<file path="config.mk">
export PLATFORM = sky130hd
export DESIGN_NAME = hyperbus_clk_div
export DESIGN_NICKNAME = d
export VERILOG_FILES = /design/src/rtl/hyperbus_pkg.sv /design/src/rtl/hyperbus_clk_div_core.sv /design/src/rtl/tc_clk.sv /design/src/rtl/hyperbus_clk_div.sv
export SDC_FILE = /design/constraint.sdc
export NUM_CORES = 1
export LEC_CHECK = 0
export ABC_AREA = 1
export CAP_MARGIN = 30
export CORE_MARGIN = 1.5
export CORE_UTILIZATION = 35
export DETAILED_ROUTE_END_ITERATION = 10
export GPL_ROUTABILITY_DRIVEN = 0
export SLEW_MARGIN = 20
export SYNTH_ARGS = -nofsm -noshare
export SYNTH_HDL_FRONTEND = slang
export SYNTH_SLANG_ARGS = --single-unit
</file>
<file path="constraint.sdc">
create_clock -name clk_i -period 3.1 [get_ports clk_i]
set_input_delay 0.31 -clock clk_i [delete_from_list [all_inputs] [get_ports clk_i]]
set_output_delay 0.31 -clock clk_i [all_outputs]
set_load 0.03 [all_outputs]
</file>
<file path="src/rtl/hyperbus_pkg.sv">
// Shared types and helpers for the hyperbus PHY clock divider.
package hyperbus_pkg;

  localparam int unsigned MinDiv = 2;

  typedef struct packed {
    logic restart;
    logic stop;
  } div_ctrl_t;

  function automatic logic [31:0] clamp_div(logic [31:0] x);
    return (x < MinDiv) ? 32'(MinDiv) : x;
  endfunction

endpackage

</file>
<file path="src/rtl/hyperbus_clk_div_core.sv">
// Period counter, posedge/negedge phase flops and odd/even combine.
module hyperbus_clk_div_core
  import hyperbus_pkg::*;
#(
  parameter int unsigned DivWidth = 8
) (
  input  logic                clk_i,
  input  logic                rst_ni,
  input  logic [DivWidth-1:0] div_i,
  input  div_ctrl_t           ctrl_i,
  output logic                wrap_o,
  output logic                idle_o,
  output logic                clk_o
);

  logic [DivWidth-1:0] cnt_q, cnt_d, cnt_inc, half;
  logic r_clk, r_clk_d, r_clk_n;

  assign half    = div_i >> 1;
  assign cnt_inc = cnt_q + DivWidth'(1);
  // Parked state: counter at zero with the output low.
  assign idle_o  = (cnt_q == '0) && !r_clk;
  assign wrap_o  = !idle_o &&
                   (cnt_q == div_i - DivWidth'(1));

  always_comb begin
    cnt_d   = cnt_q;
    r_clk_d = r_clk;
    if (ctrl_i.restart) begin
      cnt_d   = '0;
      r_clk_d = 1'b1;
    end else if (ctrl_i.stop) begin
      cnt_d   = '0;
      r_clk_d = 1'b0;
    end else if (!idle_o) begin
      cnt_d   = cnt_inc;
      r_clk_d = (cnt_inc < half);
    end
  end

  always_ff @(posedge clk_i or negedge rst_ni) begin
    if (!rst_ni) begin
      cnt_q <= '0;
      r_clk <= 1'b0;
    end else begin
      cnt_q <= cnt_d;
      r_clk <= r_clk_d;
    end
  end

  // Half-cycle stretch only for odd ratios.
  always_ff @(negedge clk_i or negedge rst_ni) begin
    if (!rst_ni) r_clk_n <= 1'b0;
    else         r_clk_n <= r_clk & div_i[0];
  end

  tc_clk_or2 i_or (
    .clk0_i (r_clk),
    .clk1_i (r_clk_n),
    .clk_o  (clk_o)
  );

endmodule

</file>
<file path="src/rtl/tc_clk.sv">
// Clock-path cells: OR combine and 2:1 clock multiplexer.
module tc_clk_or2 (
  input  logic clk0_i,
  input  logic clk1_i,
  output logic clk_o
);
  assign clk_o = clk0_i | clk1_i;
endmodule

module tc_clk_mux2 (
  input  logic clk0_i,
  input  logic clk1_i,
  input  logic clk_sel_i,
  output logic clk_o
);
  assign clk_o = clk_sel_i ? clk1_i : clk0_i;
endmodule

</file>
<file path="src/rtl/hyperbus_clk_div.sv">
// Programmable PHY clock divider with handshaked ratio updates.
module hyperbus_clk_div
  import hyperbus_pkg::*;
#(
  parameter int unsigned DivWidth   = 8,
  parameter int unsigned DefaultDiv = 4
) (
  input  logic                clk_i,
  input  logic                rst_ni,
  input  logic                test_mode_i,
  input  logic                en_i,
  input  logic [DivWidth-1:0] div_i,
  input  logic                div_valid_i,
  output logic                div_ready_o,
  output logic                clk_o
);

  localparam logic [DivWidth-1:0] RstDiv =
    DivWidth'(clamp_div(32'(DefaultDiv)));

  logic [DivWidth-1:0] div_q, div_pend_q;
  logic pend_q, accept, bound;
  logic wrap, idle, clk_div;
  div_ctrl_t ctrl;

  assign div_ready_o  = ~pend_q;
  assign accept       = div_valid_i & ~pend_q;
  // Period boundary: the wrap edge, or any edge while parked.
  assign bound        = wrap | idle;
  assign ctrl.restart = bound & en_i;
  assign ctrl.stop    = bound & ~en_i;

  always_ff @(posedge clk_i or negedge rst_ni) begin
    if (!rst_ni) begin
      div_q      <= RstDiv;
      div_pend_q <= RstDiv;
      pend_q     <= 1'b0;
    end else if (bound && pend_q) begin
      div_q      <= div_pend_q;
      pend_q     <= 1'b0;
    end else if (accept) begin
      div_pend_q <= DivWidth'(clamp_div(32'(div_i)));
      pend_q     <= 1'b1;
    end
  end

  hyperbus_clk_div_core #(
    .DivWidth (DivWidth)
  ) i_core (
    .clk_i  (clk_i),
    .rst_ni (rst_ni),
    .div_i  (div_q),
    .ctrl_i (ctrl),
    .wrap_o (wrap),
    .idle_o (idle),
    .clk_o  (clk_div)
  );

  tc_clk_mux2 i_bypass (
    .clk0_i    (clk_div),
    .clk1_i    (clk_i),
    .clk_sel_i (test_mode_i),
    .clk_o     (clk_o)
  );

endmodule

</file>
==> flow_metrics.tcl, run 1 <==
set metrics [dict create \
    setup_slack_ns 0.108 \
    setup_viol 0 \
    status "finished clean" \
    cts_setup_buffers 0 \
    finish.utilization 0.428 \
    track_usage 0.153 \
    muxShareOfSynthArea 0 \
    dp_hpwl_um 2470 \
    final_cell_mix "nand2_1, inv_1, dfrtp_1, nor2_1, nand3_1" \
    start_util 0.368 \
    slowest_delay_ns 0.39 \
    cp.required_ns 2.79 \
    wl_per_cell_um 11.8 \
    clock_latency_ns 0.40 \
    path_max_fanout 1 \
    hold_viol_final 0 \
    place.port_buffers 14 \
    slew_violations 0 \
    yosys_warnings 0 \
    dp.cells 279 \
    gr-total-overflow 0 \
    maxCapViolCount 0 \
    via_per_inst 4.76 \
    num_rows 24 \
    ios 15 \
    avgSynthCellArea_um2 7.43 \
    synth_compound_area_frac 0.0280 \
    grt_max_degree 27 \
    dp_slack_ns 0.0340 \
    tns_ns 0 \
    synth.distinct_cells 26 \
    cpMaxStageDelayCell "dfrtn_1" \
    synth-simple-area-share 0.344 \
    cts_tree "built" \
    areaGrowthSynthToFinish_pct 16.4 \
    clkTransAtPathRegs_ns 0.09 \
    synth-seq-area-share 0.421 \
    fillers 453 \
    drc 0 \
    die_w_um 70.9 \
    end_kind "primary output" \
    first_global_vias 1351 \
    ir_drop_v 0.000216 \
    worst_pin_slew_ns 0.518 \
    num_antenna_cells 0 \
    layout.nets 257 \
    synth_top_family_by_area "simple AND/OR/NAND/NOR gates" \
    synth_xor_area_frac 0.0543 \
    rsz0062_at_grt "no" \
    antenna_found_initial 0 \
    path_class "reg2out" \
    die_area_um2 5020 \
    skew_ns 0.0239 \
    dr.pass1.iters 4 \
    syn_inst 217 \
    fin_cells 286 \
    final_common_cell "nand2_1" \
    hold_path_class "in2async" \
    grt_pass1_wl_um 5990 \
    syn-num-nets 239 \
    hold_ws_ns 0.396 \
    cp_cell_sequence "nor2_1 > o21ai_1 > buf_4" \
    wl_um 3370 \
    ys_ff_latch 27 \
    cp.arrival_ns 2.68 \
    ff2ff_setup_slack_ns 0.80 \
    synth_area_um2 1610 \
    total_leakage_power_nw 0.980 \
    ant_nets 0 \
    drtIter0Drc 77 \
    die_h_um 70.9 \
    cp-start-kind "register" \
    fp.coreArea_um2 4380 \
    p_per_area_nw_per_um2 379 \
    relSlewSlack 0.652 \
    synthAdderAreaFrac 0.0699 \
    vias 1362 \
    drive_above_1_share 0.0726 \
]
synth_stat cells (all sizes together):
cell type   n  share of area
a21oi       4          0.012
buf         4          0.018
clkbuf      1         0.0023
dfrtn       1          0.016
dfrtp      24           0.37
dfstp       2          0.033
ha          9          0.070
inv        27          0.063
nand2      80           0.20
nand3      18          0.056
nand3b      2         0.0093
nand4       1         0.0039
nor2       23          0.057
nor3        3         0.0093
nor4        2         0.0078
nor4b       1         0.0054
o21ai       5          0.016
xnor2       4          0.022
xor2        6          0.033
routing by layer:
metal  GRT usage  routed length [µm]  vias up
met5           0                   0        -
met4      0.0524                  46        0
met3      0.0513                 141        8
met2       0.243                1580       32
met1       0.195                1600      617
li1            -                   -      705
kinds of logic after synthesis:
logic type               after synthesis
flip-flops                            27
AND/OR/NAND/NOR                      130
buffers and inverters                 32
AO/OA/AOI/OAI                          9
XOR/XNOR                              10
adder cells (fa/ha/maj)                9
power breakdown:
| part | switching, mW | internal, mW | total, mW |
|---|---|---|---|
| sequential | 0 | 0.352 | 0.352 |
| combinational | 0.0104 | 0.0144 | 0.0248 |
| clock | 0.149 | 0.186 | 0.335 |
worst paths after layout:
| path | start | end | depth (start not counted) |
|---|---|---|---|
| worst max-delay path | i_core.r_clk_n | clk_o | 3 |
| worst min-delay path | rst_ni | i_core.cnt_q[3] | 2 |
| worst max register to register | i_core.cnt_q[0] | i_core.r_clk | 12 |
| worst min register to register | div_pend_q[2] | div_pend_q[2] | 2 |
| max in group asynchronous | rst_ni | i_core.r_clk_n | 1 |
| min in group clk_i | div_i[2] | div_pend_q[2] | 3 |
worst max-delay path: cells and delay by family (launching register included):
kind	cells	cell delay, ns
DFF	1	0.39
buffers and inverters	1	0.18
AOI/OAI and AO/OA	1	0.13
and+or+nand+nor	1	0.04
registers in the layout, summed over array words and instances, names as in the netlist:
signal / count
div_pend_q: 8
div_q: 8
i_core.cnt_q: 8
i_core.r_clk: 1
i_core.r_clk_n: 1
pend_q: 1
through the flow:
step / total power [mW] / cell area [µm²]
6_report: 0.712 / 1880
5_1_grt: 0.747 / 1880
3_3_place_gp: 0.418 / 1790
3_5_place_dp: 0.418 / 1790
2_1_floorplan: 0.380 / 1610
4_1_cts: 0.721 / 1870
repair_timing:
item | in CTS | in global routing
hold endpoints to repair | 0 | 0
gates resized for setup | 6 | 2
pin swaps | 1 | 1
hold buffers | 0 | 0
gates cloned | 0 | 0
endpoints found under the setup margin | 2 | 2
cell type report:
type,instances,area (µm²),area share
clock buffer,8,93.8,0.0500
inverter,27,101,0.0540
multi-input combinational,158,800,0.426
sequential,27,678,0.362
tap,52,65.1,0.0347
timing repair buffer,14,138,0.0734
Power figures use the tool's default switching activity.
==> run 2: changes to the inputs <==
--- a/config.mk
+++ b/config.mk
@@ -7,10 +7,13 @@
 export LEC_CHECK = 0
 export ABC_AREA = 1
 export CAP_MARGIN = 30
+export CELL_PAD_IN_SITES_DETAIL_PLACEMENT = 1
+export CELL_PAD_IN_SITES_GLOBAL_PLACEMENT = 1
 export CORE_MARGIN = 1.5
 export CORE_UTILIZATION = 35
 export DETAILED_ROUTE_END_ITERATION = 10
 export GPL_ROUTABILITY_DRIVEN = 0
+export PLACE_DENSITY_LB_ADDON = 0.1
 export SLEW_MARGIN = 20
 export SYNTH_ARGS = -nofsm -noshare
 export SYNTH_HDL_FRONTEND = slang
==> flow_metrics.tcl, run 2 (synthesis gave the netlist of run 1 again) <==
set metrics [dict create \
    final_common_cell "nand2_1" \
    total_leakage_power_nw 0.980 \
    setup_viol 0 \
    path_max_fanout 1 \
    end_kind "primary output" \
    relSlewSlack 0.623 \
    status "finished clean" \
    dp_hpwl_um 3080 \
    cp.required_ns 2.79 \
    maxCapViolCount 0 \
    skew_ns 0.0262 \
    ff2ff_path_depth 12 \
    clkTransAtPathRegs_ns 0.09 \
    reg_top3 "div_pend_q (8), div_q (8), i_core.cnt_q (8)" \
    dp_slack_ns 0.0187 \
    design_area_um2 1880 \
    cts_tree "built" \
    fp.coreArea_um2 4380 \
    ir_drop_v 0.000205 \
    clock_latency_ns 0.40 \
    drc 0 \
    die_w_um 70.9 \
    p_per_area_nw_per_um2 376 \
    die_area_um2 5020 \
    slowest_delay_ns 0.40 \
    num_antenna_cells 0 \
    drtIter0Drc 17 \
    ios 15 \
    place.port_buffers 14 \
    cpMaxStageDelayCell "dfrtn_1" \
    hold_ws_ns 0.355 \
    cp.arrival_ns 2.72 \
    wl_um 3820 \
    first_global_vias 1500 \
    via_per_inst 4.81 \
    drive_above_1_share 0.0726 \
    cp-start-kind "register" \
    cp_cell_sequence "nor2_1 > o21ai_0 > buf_4" \
    vias 1376 \
    hold_path_class "in2async" \
    cts_setup_buffers 0 \
    track_usage 0.176 \
    rsz0062_at_grt "no" \
    antenna_found_initial 0 \
    gr-total-overflow 0 \
    tns_ns 0 \
    grt_max_degree 27 \
    path_class "reg2out" \
    dr.pass1.iters 5 \
    place_area_um2 1790 \
    finish.utilization 0.428 \
    grt_pass1_wl_um 6720 \
    start_util 0.368 \
    setup_slack_ns 0.0705 \
    ant_nets 0 \
    layout.nets 257 \
    die_h_um 70.9 \
    num_rows 24 \
    hold_viol_final 0 \
    areaGrowthSynthToFinish_pct 16.4 \
    final_cell_mix "nand2_1, inv_1, dfrtp_1, nor2_1, nand3_1" \
    wl_per_cell_um 13.4 \
    worst_pin_slew_ns 0.561 \
    slew_violations 0 \
]
-- run 2: layer usage --
metal  track usage  routed length [µm]  vias to the layer above
met3        0.0370                  89                       11
met4         0.103                 102                        0
met1         0.198                1650                      636
met2         0.306                1980                       20
met5             0                   0                        -
li1              -                   -                      709
-- run 2: area by class of cell --
type | count | area, µm²
Sequential cell | 27 | 678
Fill cell | 549 | 2510
Inverter | 27 | 101
Timing Repair Buffer | 14 | 138
Multi-Input combinational cell | 158 | 800
Tap cell | 52 | 65.1
Clock buffer | 8 | 93.8
-- run 2: path summary, 6_finish.rpt --
| check | from | slack (ns) | endpoint |
|---|---|---|---|
| max in group asynchronous | rst_ni | 1.45 | i_core.r_clk_n |
| setup reg to reg | i_core.cnt_q[0] | 0.67 | i_core.r_clk |
| hold / removal | rst_ni | 0.36 | div_pend_q[0] |
| hold reg to reg | div_pend_q[0] | 0.49 | div_pend_q[0] |
| min in group clk_i | div_i[2] | 0.48 | div_pend_q[2] |
| setup / recovery | i_core.r_clk_n | 0.07 | clk_o |
-- run 2: repair_timing --
| action | 4_1_cts | 5_1_grt |
|---|---|---|
| gates resized for setup | 6 | 1 |
| hold endpoints to repair | 0 | 0 |
| pin swaps | 1 | 1 |
| endpoints found under the setup margin | 2 | 2 |
| hold buffers | 0 | 0 |
-- run 2: where the power goes --
part	switching [mW]	total, mW	leakage, nW	internal [mW]
clock network	0.143	0.329	0.0532	0.185
logic	0.0101	0.0245	0.577	0.0144
registers	0	0.352	0.350	0.352
-- run 2: worst max-delay path: cells and delay by family (launching register included) --
kind / cells / cell delay, ns
buf+inv: 1 / 0.18
compound gates: 1 / 0.14
flops: 1 / 0.40
simple gates: 1 / 0.04
-- run 2: metrics by stage --
stage / total power, mW / cells
2_1_floorplan: 0.380 / 217
3_3_place_gp: 0.417 / 279
3_5_place_dp: 0.418 / 279
4_1_cts: 0.713 / 286
5_1_grt: 0.743 / 286
6_report: 0.705 / 286
